### src/rtl/if_prefetch_queue.sv
`default_nettype none
// ============================================================================
// Module   : if_prefetch_queue
// Brief    : Instruction-fetch front end. Fetches words from a variable-latency
//            instruction memory and queues {pc, instr} pairs for decode.
// Revision : 1.0 - initial release
// ============================================================================
module if_prefetch_queue #(
    parameter int          DEPTH    = 4,
    parameter logic [31:0] RESET_PC = 32'h0000_0000
) (
    input  logic        clk_i,
    input  logic        rst_i,
    input  logic        start_i,
    output logic        imem_req_o,
    output logic [31:0] imem_addr_o,
    input  logic        imem_ack_i,
    input  logic [31:0] imem_data_i,
    output logic        instr_valid_o,
    output logic [31:0] instr_o,
    output logic [31:0] pc_o,
    input  logic        instr_ready_i,
    input  logic        flush_i,
    input  logic [31:0] flush_pc_i
);

    localparam int c_PTR_W = (DEPTH > 1) ? $clog2(DEPTH) : 1;
    localparam int c_CNT_W = $clog2(DEPTH + 1);
    localparam logic [c_CNT_W-1:0] c_DEPTH = c_CNT_W'(DEPTH);

    localparam logic [1:0] c_ST_IDLE  = 2'd0;
    localparam logic [1:0] c_ST_FETCH = 2'd1;
    localparam logic [1:0] c_ST_DROP  = 2'd2;

    logic [1:0]         r_state;
    logic               r_req;
    logic [31:0]        r_addr;
    logic [31:0]        r_fetch_pc;
    logic [c_CNT_W-1:0] r_count;
    logic [c_PTR_W-1:0] r_rd_ptr;
    logic [c_PTR_W-1:0] r_wr_ptr;
    logic [31:0]        r_pc_mem    [DEPTH];
    logic [31:0]        r_instr_mem [DEPTH];

    logic               w_ack;
    logic               w_push;
    logic               w_pop;
    logic               w_can_issue;
    logic [c_CNT_W-1:0] w_cnt_next;
    logic [31:0]        w_next_pc;
    logic               w_unused_flush_lsb;

    assign w_unused_flush_lsb = ^flush_pc_i[1:0];

    assign w_ack  = r_req & imem_ack_i;
    // Data returning in DROP belongs to the stale stream and is never queued.
    assign w_push = (r_state == c_ST_FETCH) & w_ack & ~flush_i;
    assign w_pop  = instr_valid_o & instr_ready_i & ~flush_i;

    always_comb begin
        w_cnt_next = r_count;
        if (flush_i) begin
            w_cnt_next = '0;
        end else if (w_push && !w_pop) begin
            w_cnt_next = r_count + c_CNT_W'(1);
        end else if (w_pop && !w_push) begin
            w_cnt_next = r_count - c_CNT_W'(1);
        end
    end

    always_comb begin
        w_next_pc = r_fetch_pc;
        if (flush_i) begin
            w_next_pc = {flush_pc_i[31:2], 2'b00};
        end else if (w_push) begin
            w_next_pc = r_addr + 32'd4;
        end
    end

    assign w_can_issue = start_i & (w_cnt_next < c_DEPTH);

    always_ff @(posedge clk_i or negedge rst_i) begin
        if (!rst_i) begin
            r_state    <= c_ST_IDLE;
            r_req      <= 1'b0;
            r_addr     <= RESET_PC;
            r_fetch_pc <= RESET_PC;
        end else begin
            r_fetch_pc <= w_next_pc;
            case (r_state)
                c_ST_IDLE: begin
                    if (w_can_issue) begin
                        r_req   <= 1'b1;
                        r_addr  <= w_next_pc;
                        r_state <= c_ST_FETCH;
                    end
                end
                c_ST_FETCH, c_ST_DROP: begin
                    if (w_ack) begin
                        if (w_can_issue) begin
                            r_addr  <= w_next_pc;
                            r_state <= c_ST_FETCH;
                        end else begin
                            r_req   <= 1'b0;
                            r_state <= c_ST_IDLE;
                        end
                    end else if (flush_i) begin
                        // Old request must still finish on the bus; its data is dropped.
                        r_state <= c_ST_DROP;
                    end
                end
                default: begin
                    r_req   <= 1'b0;
                    r_state <= c_ST_IDLE;
                end
            endcase
        end
    end

    always_ff @(posedge clk_i or negedge rst_i) begin
        if (!rst_i) begin
            r_count  <= '0;
            r_rd_ptr <= '0;
            r_wr_ptr <= '0;
            for (int i = 0; i < DEPTH; i++) begin
                r_pc_mem[i]    <= '0;
                r_instr_mem[i] <= '0;
            end
        end else if (flush_i) begin
            r_count  <= '0;
            r_rd_ptr <= '0;
            r_wr_ptr <= '0;
        end else begin
            r_count <= w_cnt_next;
            if (w_push) begin
                r_pc_mem[r_wr_ptr]    <= r_addr;
                r_instr_mem[r_wr_ptr] <= imem_data_i;
                r_wr_ptr              <= r_wr_ptr + c_PTR_W'(1);
            end
            if (w_pop) begin
                r_rd_ptr <= r_rd_ptr + c_PTR_W'(1);
            end
        end
    end

    assign imem_req_o    = r_req;
    assign imem_addr_o   = r_addr;
    assign instr_valid_o = (r_count != '0);
    assign instr_o       = r_instr_mem[r_rd_ptr];
    assign pc_o          = r_pc_mem[r_rd_ptr];

endmodule
`default_nettype wire

### config.mk
export PLATFORM = sky130hd
export DESIGN_NAME = if_prefetch_queue
export DESIGN_NICKNAME = d
export VERILOG_FILES = /design/src/rtl/if_prefetch_queue.sv
export SDC_FILE = /design/constraint.sdc
export NUM_CORES = 1
export LEC_CHECK = 0
export CAP_MARGIN = 0
export CELL_PAD_IN_SITES_DETAIL_PLACEMENT = 2
export CELL_PAD_IN_SITES_GLOBAL_PLACEMENT = 2
export CORE_MARGIN = 5
export CORE_UTILIZATION = 36
export CTS_BUF_LIST = sky130_fd_sc_hd__clkbuf_4 sky130_fd_sc_hd__clkbuf_8 sky130_fd_sc_hd__clkbuf_16
export CTS_CLUSTER_SIZE = 40
export DETAILED_ROUTE_END_ITERATION = 7
export HOLD_SLACK_MARGIN = 0.1
export MAX_ROUTING_LAYER = met4
export PLACE_DENSITY = 0.8
export SYNTH_ARGS = -nofsm -noshare
export SYNTH_HDL_FRONTEND = slang
export SYNTH_SLANG_ARGS = --single-unit
### constraint.sdc
create_clock -name clk_i -period 2.4 [get_ports clk_i]
set_input_delay 0.24 -clock clk_i [delete_from_list [all_inputs] [get_ports clk_i]]
set_output_delay 0.24 -clock clk_i [all_outputs]
set_load 0.01 [all_outputs]
==> reports/results.tsv, run 1 <==
stage	metric	value	unit
timing	fin_hold_ws	0.209	ns
logic_synthesis	synth_fp_nets	1147	
global_route	grt_pass1_wl	74500	µm
critical_path	setup.worst_path.start_class	register	
power	power_frac_clock	0.289	
logic_synthesis	synth_edf_count	0	
floorplanning	core-area	41000	µm²
cells_and_area	design_area	19600	µm²
status	status	finished with violations	
logic_synthesis	netlist_area	15000	µm²
cells_and_area	layout.area.seq	8270	µm²
clock_network	cts_root_buf	clkbuf_16	
logic_synthesis	seq_area_frac_synth	0.551	
critical_path	required	2.16	ns
power	switchingPower	7.00	mW
power	p_sw_frac	0.322	
worst_hold_path	hp-class	input pin to asynchronous set/reset pin	
timing	relSlewSlack	0.581	
global_route	grtUsageTotal	0.212	
timing	slew_viol_final	0	
critical_path	worst-setup-path-type	register to primary output	
floorplanning	die_y	214	µm
logic_synthesis	synth.most_common_cell	dfrtp_1	
logic_synthesis	synthArstFlopShare	1.00	
timing	worst_slack	-0.0222	ns
critical_path	slowest_stage	dfrtp_4	
global_route	grt_pass1_vias	11800	
global_route	busiest_layer	met2	
timing	skew	0.0341	ns
floorplanning	start_util	0.365	
place	port_buffers	165	
status	violations	setup timing	
clock_network	cts_tree	yes	
cells_and_area	drive_above_1_share	0.436	
clock_network	cts.sinks	330	
place	dp_hpwl	29500	µm
floorplanning	dieArea	45800	µm²
logic_synthesis	synth_cells	1066	
floorplanning	rows	74	
critical_path	crit_buf_inv	4	
critical_path	slowest_delay	0.50	ns
critical_path	cp.arrival	2.18	ns
clock_network	cts_buffers	39	
logic_synthesis	synth_seq_cells	330	
power	power_frac_comb	0.374	
drt	drt_iter0_drc	498	
timing	period_share	1.01	
clock_network	clk_pin_slew	0.06	ns
timing	rsz0062_at_grt	true	
timing	hold_viol	0	
global_route	grt_use_met3	0.0332	
global_route	grt_util_met1	0.263	
critical_path	setup.worst_path.end_class	primary output	
global_route	grt_max_degree	60	
cells_and_area	fin_nets	1383	
logic_synthesis	synth_cell_types	45	
logic_synthesis	synth_top_cells_by_count	330 x dfrtp_1, 253 x mux2_2, 86 x nand2_1, 64 x mux4_2, 61 x clkbuf_1	
place	dpl_cell_area	17900	µm²
drt	avgViaCountPerCell	5.32	
place	globalplace.congestion	0.763	
power	p_per_area	1110	nW/µm²
drt	post_drt_wl_per_cell	25.5	µm
logic_synthesis	synthDominantCellAreaShare	0.551	
drt	vias	9924	
critical_path	worstPathCellList	buf_12, bufbuf_16, buf_8, mux4_2, buf_6	
clock_network	ctsLongestPathBuffers	3	
global_route	grtUsageMet2	0.369	
global_route	grt_antenna_before_repair	2	
floorplanning	die_x	214	µm
cells_and_area	multi_input_area	6400	µm²
global_route	overflow	0	
timing	finalCriticalPeriod	2.42	ns
timing	fmax	413	MHz
flow_run	cap_viol_max_count	0	
power	power.internal	14.7	mW
timing	tightest_slew	0.629	ns
clock_network	cts_htree_levels	2	
logic_synthesis	yosysWarnings	0	
drt	final_antenna_net_count	0	
drt	firstDrtPassIters	4	
logic_synthesis	synth_area_leaders	dfrtp_1 55%, mux2_2 19%, mux4_2 9.6%	
drt	drt_wl_total	47500	µm
critical_path	crit_fanout	5	
logic_synthesis	netlist.top_cell.by_area	dfrtp_1	
floorplanning	ios	168	
power	peakVddDrop	671	µV
timing	setup_viol	2	
clock_network	clk_latency	0.56	ns
logic_synthesis	syn_area_per_cell	14.1	µm²
power	leakage	9.34	nW
power	sequentialPowerShare	0.337	
cells_and_area	fill_cells	3854	
logic_synthesis	synth_flop_cell	dfrtp_1	
critical_path	crit_family	buffers and inverters	
drt	drcViolationCount	0	
cells_and_area	area.growth.synth_to_final	30.6	%
per-layer routing:
layer / up-vias / part of all wire
met3: 70 / 0.042
met1: 5312 / 0.41
met5: - / 0
met2: 209 / 0.53
met4: 0 / 0.019
li1: 4333 / -
worst reg2reg max path, stage by stage (launching register included):
cell	delay, ns
dfrtp_1	0.41
inv_1	0.11
ha_1	0.22
nand3_2	0.10
and4_4	0.20
or4b_4	0.51
and3_4	0.21
buf_12	0.16
mux2_4	0.33
final cells by class:
| type | count | area share |
|---|---|---|
| sequential | 330 | 0.422 |
| multi-input combinational | 644 | 0.327 |
| timing repair buffer | 280 | 0.146 |
| clock buffer | 55 | 0.0598 |
| tap | 532 | 0.0340 |
| clock inverter | 15 | 0.00997 |
| inverter | 7 | 0.00134 |
| antenna | 2 | 0.000256 |
registers in the layout, indices dropped and copies added (netlist names):
signal / flops
imem_req_o: 1
imem_addr_o: 32
r_pc_mem: 128
r_state: 2
r_fetch_pc: 32
r_rd_ptr: 2
r_instr_mem: 128
r_wr_ptr: 2
r_count: 3
path summary, 6_finish.rpt:
kind | start | endpoint | slack, ns | depth (start not counted)
worst max register to register | r_state[1] | imem_addr_o[20] | 0.07 | 8
worst min register to register | r_pc_mem[21] | r_pc_mem[21] | 0.49 | 2
min in group clk_i | flush_i | r_wr_ptr[0] | 0.21 | 3
worst min-delay path | rst_i | r_instr_mem[118] | 0.21 | 2
max in group asynchronous | rst_i | r_pc_mem[47] | 1.25 | 3
worst max-delay path | r_rd_ptr[0] | pc_o[14] | -0.02 | 5
metrics by stage:
stage | total power, mW | setup WS (ns) | cells | setup TNS, ns | utilization
floorplan | 11.1 | 0.0475 | 1066 | 0 | -
global placement | 14.6 | 0.0101 | 1754 | 0 | 0.435
detailed placement | 14.9 | -0.0382 | 1754 | -0.353 | 0.435
CTS | 21.9 | -0.0682 | 1862 | -0.295 | 0.476
global route | 22.8 | -0.0774 | 1865 | -0.333 | 0.477
finish | 21.7 | -0.0222 | 1865 | -0.0427 | 0.477
timing repair:
| item | in CTS | in global routing |
|---|---|---|
| hold endpoints to repair | 93 | 0 |
| hold buffers | 1 | 0 |
| cloned | 4 | 0 |
| resized for setup | 217 | 21 |
| setup buffers | 33 | 2 |
| endpoints found under the setup margin | 78 | 47 |
power groups by stage:
stage	Clock (mW)	Sequential (mW)	Combinational [mW]
global route	6.72	7.43	8.69
detailed placement	0	7.37	7.57
floorplan	0	7.16	3.93
global placement	0	7.25	7.30
CTS	6.46	7.32	8.16
finish	6.29	7.33	8.13
cells by family after synthesis:
| kind of cell | share of synthesized area |
|---|---|
| xor+xnor | 0.0181 |
| mux | 0.306 |
| fa+ha+maj | 0.00918 |
| flops | 0.551 |
| simple gates | 0.0587 |
| buf+inv | 0.0251 |
| compound gates | 0.0314 |
layout by cell type, fill, tap and decap left out, types with 14 or more instances in the layout:
cell,synthesis,layout
clkdlybuf4s50_1,0,99
buf_4,0,76
xnor2_1,14,14
nand2_1,86,82
mux2_2,253,253
o21ai_0,34,34
buf_12,0,26
buf_6,2,18
nor2_1,32,32
mux2_4,16,16
a21oi_1,24,24
nand3_1,15,14
dfrtp_1,330,328
buf_2,11,28
clkbuf_16,0,40
mux4_2,64,64
xor2_1,17,17
Note: power is estimated with default switching activity, not from simulation.
==> run 2: changes to the inputs <==
Settings changed: CORE_UTILIZATION 36 to 28, PLACE_DENSITY 0.8 to 0.66.
==> reports/results.tsv, run 2 (synthesized netlist as in run 1, its figures left out) <==
stage	metric	value	unit	change
status	status	finished with violations		unchanged
status	violations	setup timing		unchanged
floorplanning	rows	84		was 74
global_route	grtUsageTotal	0.157		was 0.212
critical_path	timing.rr.end	imem_addr_o[29]		was imem_addr_o[20]
critical_path	rr_startpoint	r_count[0]		was r_state[1]
clock_network	cts_buffers	40		was 39
clock_network	ctsLongestPathBuffers	3		unchanged
critical_path	crit_fanout	5		unchanged
critical_path	setup.worst_path.start_class	register		unchanged
drt	drt_wl_total	44600	µm	was 47500 µm
drt	final_antenna_net_count	0		unchanged
cells_and_area	fin_nets	1370		was 1383
timing	rsz0062_at_grt	true		unchanged
floorplanning	core-area	52800	µm²	was 41000 µm²
critical_path	slowest_delay	0.50	ns	about the same
critical_path	r2r_slack	0.07	ns	about the same
critical_path	required	2.16	ns	about the same
timing	relSlewSlack	0.688		was 0.581
critical_path	crit_family	buffers and inverters		unchanged
floorplanning	dieArea	58200	µm²	was 45800 µm²
critical_path	worstPathCellList	buf_12, buf_12, buf_12, buf_16, mux4_2, buf_2		was buf_12, bufbuf_16, buf_8, mux4_2, buf_6
cells_and_area	fin_util	0.371		was 0.477
place	port_buffers	165		unchanged
critical_path	setup.worst_path.end_class	primary output		unchanged
clock_network	cts.sinks	330		unchanged
drt	vias	9663		was 9924
drt	drcViolationCount	0		unchanged
critical_path	crit_top_cell	buf_12		
clock_network	clk_latency	0.55	ns	was 0.56 ns
floorplanning	die_y	241	µm	was 214 µm
power	peakVddDrop	620	µV	was 671 µV
place	dpl_cell_area	18200	µm²	was 17900 µm²
drt	drt_iter0_drc	255		was 498
global_route	grt_pass1_vias	11100		was 11800
drt	firstDrtPassIters	4		unchanged
global_route	grt_use_met3	0.0249		was 0.0332
critical_path	cp.arrival	2.18	ns	about the same
critical_path	reg2regPathDepth	8		unchanged
timing	setup_viol	2		unchanged
power	fin_total_pwr	20.7	mW	was 21.7 mW
power	p_per_area	1060	nW/µm²	was 1110 nW/µm²
timing	hold_viol	0		unchanged
floorplanning	ios	168		unchanged
flow_run	cap_viol_max_count	0		unchanged
drt	post_drt_wl_per_cell	22.2	µm	was 25.5 µm
clock_network	cts_tree	yes		unchanged
timing	period_share	1.01		about the same
timing	tightest_slew	0.468	ns	was 0.629 ns
global_route	grt_pass1_wl	68800	µm	was 74500 µm
cells_and_area	area.growth.synth_to_final	30.5	%	was 30.6%
cells_and_area	final_cell_mix	328 x dfrtp_1, 253 x mux2_2, 98 x clkdlybuf4s50_1		was 328 x dfrtp_1, 253 x mux2_2, 99 x clkdlybuf4s50_1
place	dp_slack	-0.0307	ns	was -0.0382 ns
clock_network	clk_pin_slew	0.06	ns	about the same
timing	fmax	414	MHz	was 413 MHz
cells_and_area	final_common_cell	dfrtp_1		unchanged
worst_hold_path	hp-class	input pin to asynchronous set/reset pin		unchanged
global_route	grtUsageMet2	0.260		was 0.369
drt	avgViaCountPerCell	4.81		was 5.32
floorplanning	die_x	241	µm	was 214 µm
timing	finalCriticalPeriod	2.42	ns	about the same
critical_path	crit_buf_inv	5		was 4
clock_network	cts_root_buf	clkbuf_16		unchanged
global_route	grt_antenna_before_repair	3		was 2
cells_and_area	top_regs	r_instr_mem: 128 flops, r_pc_mem: 128 flops		unchanged
clock_network	cts_htree_levels	2		unchanged
global_route	busiest_layer	met2		unchanged
floorplanning	start_util	0.284		was 0.365
global_route	grt_util_met1	0.206		was 0.263
global_route	overflow	0		unchanged
critical_path	slowest_stage	dfrtp_4		unchanged
timing	slew_viol_final	0		unchanged
global_route	grt_max_degree	78		was 60
timing	fin_hold_ws	0.188	ns	was 0.209 ns
power	leakage	9.20	nW	was 9.34 nW
cells_and_area	design_area	19600	µm²	about the same
critical_path	worst-setup-path-type	register to primary output		unchanged
place	globalplace.congestion	0.746		was 0.763
cells_and_area	drive_above_1_share	0.433		was 0.436
timing	skew	0.0121	ns	was 0.0341 ns
place	dp_hpwl	29800	µm	was 29500 µm
timing	worst_slack	-0.0180	ns	was -0.0222 ns
critical_path	cp.depth	6		was 5
[run 2: worst max path at each step]
stage	startpoint	to
finish	r_rd_ptr[0]	pc_o[1]
global placement	imem_ack_i	imem_addr_o[9]
floorplan	r_count[0]	imem_addr_o[13]
global route	r_rd_ptr[0]	pc_o[1]
detailed placement	imem_ack_i	imem_addr_o[20]
CTS	r_rd_ptr[0]	pc_o[0]
[run 2: per-layer routing]
layer / part of all wire / wire (µm) / vias to the layer above
li1: - / - / 4309
met1: 0.45 / 20200 / 5153
met2: 0.50 / 22100 / 149
met3: 0.034 / 1490 / 52
met4: 0.017 / 736 / 0
met5: 0 / 0 / -
[run 2: final cells by class]
cell class | instances | area (µm²)
fillers | 5377 | 33200
flip-flops and latches | 330 | 8270
multi-input cells | 644 | 6400
repair buffers | 266 | 2740
clock buffers | 59 | 1190
well taps | 688 | 861
clock inverters | 12 | 72.6
inverters | 7 | 26.3
diodes | 3 | 7.51
[run 2: repair_timing]
action	4_1_cts	5_1_grt
setup buffers	12	2
hold buffers	1	0
cloned	4	1
endpoints found under the hold margin	330	0
setup endpoints to repair	65	36
resized for setup	220	27
[run 2: report_power, final]
part	total [mW]	leakage, nW	switching (mW)	internal [mW]
Sequential	7.25	4.43	0.728	6.53
Clock	5.82	0.639	2.38	3.43
Combinational	7.68	4.14	3.54	4.14
[run 2: through the flow]
step                      setup TNS (ns)  cells
after floorplan                        0   1066
after global placement            -0.195   1917
after detailed placement          -0.341   1917
after CTS                         -0.220   2005
after global routing              -0.374   2009
final                            -0.0258   2009
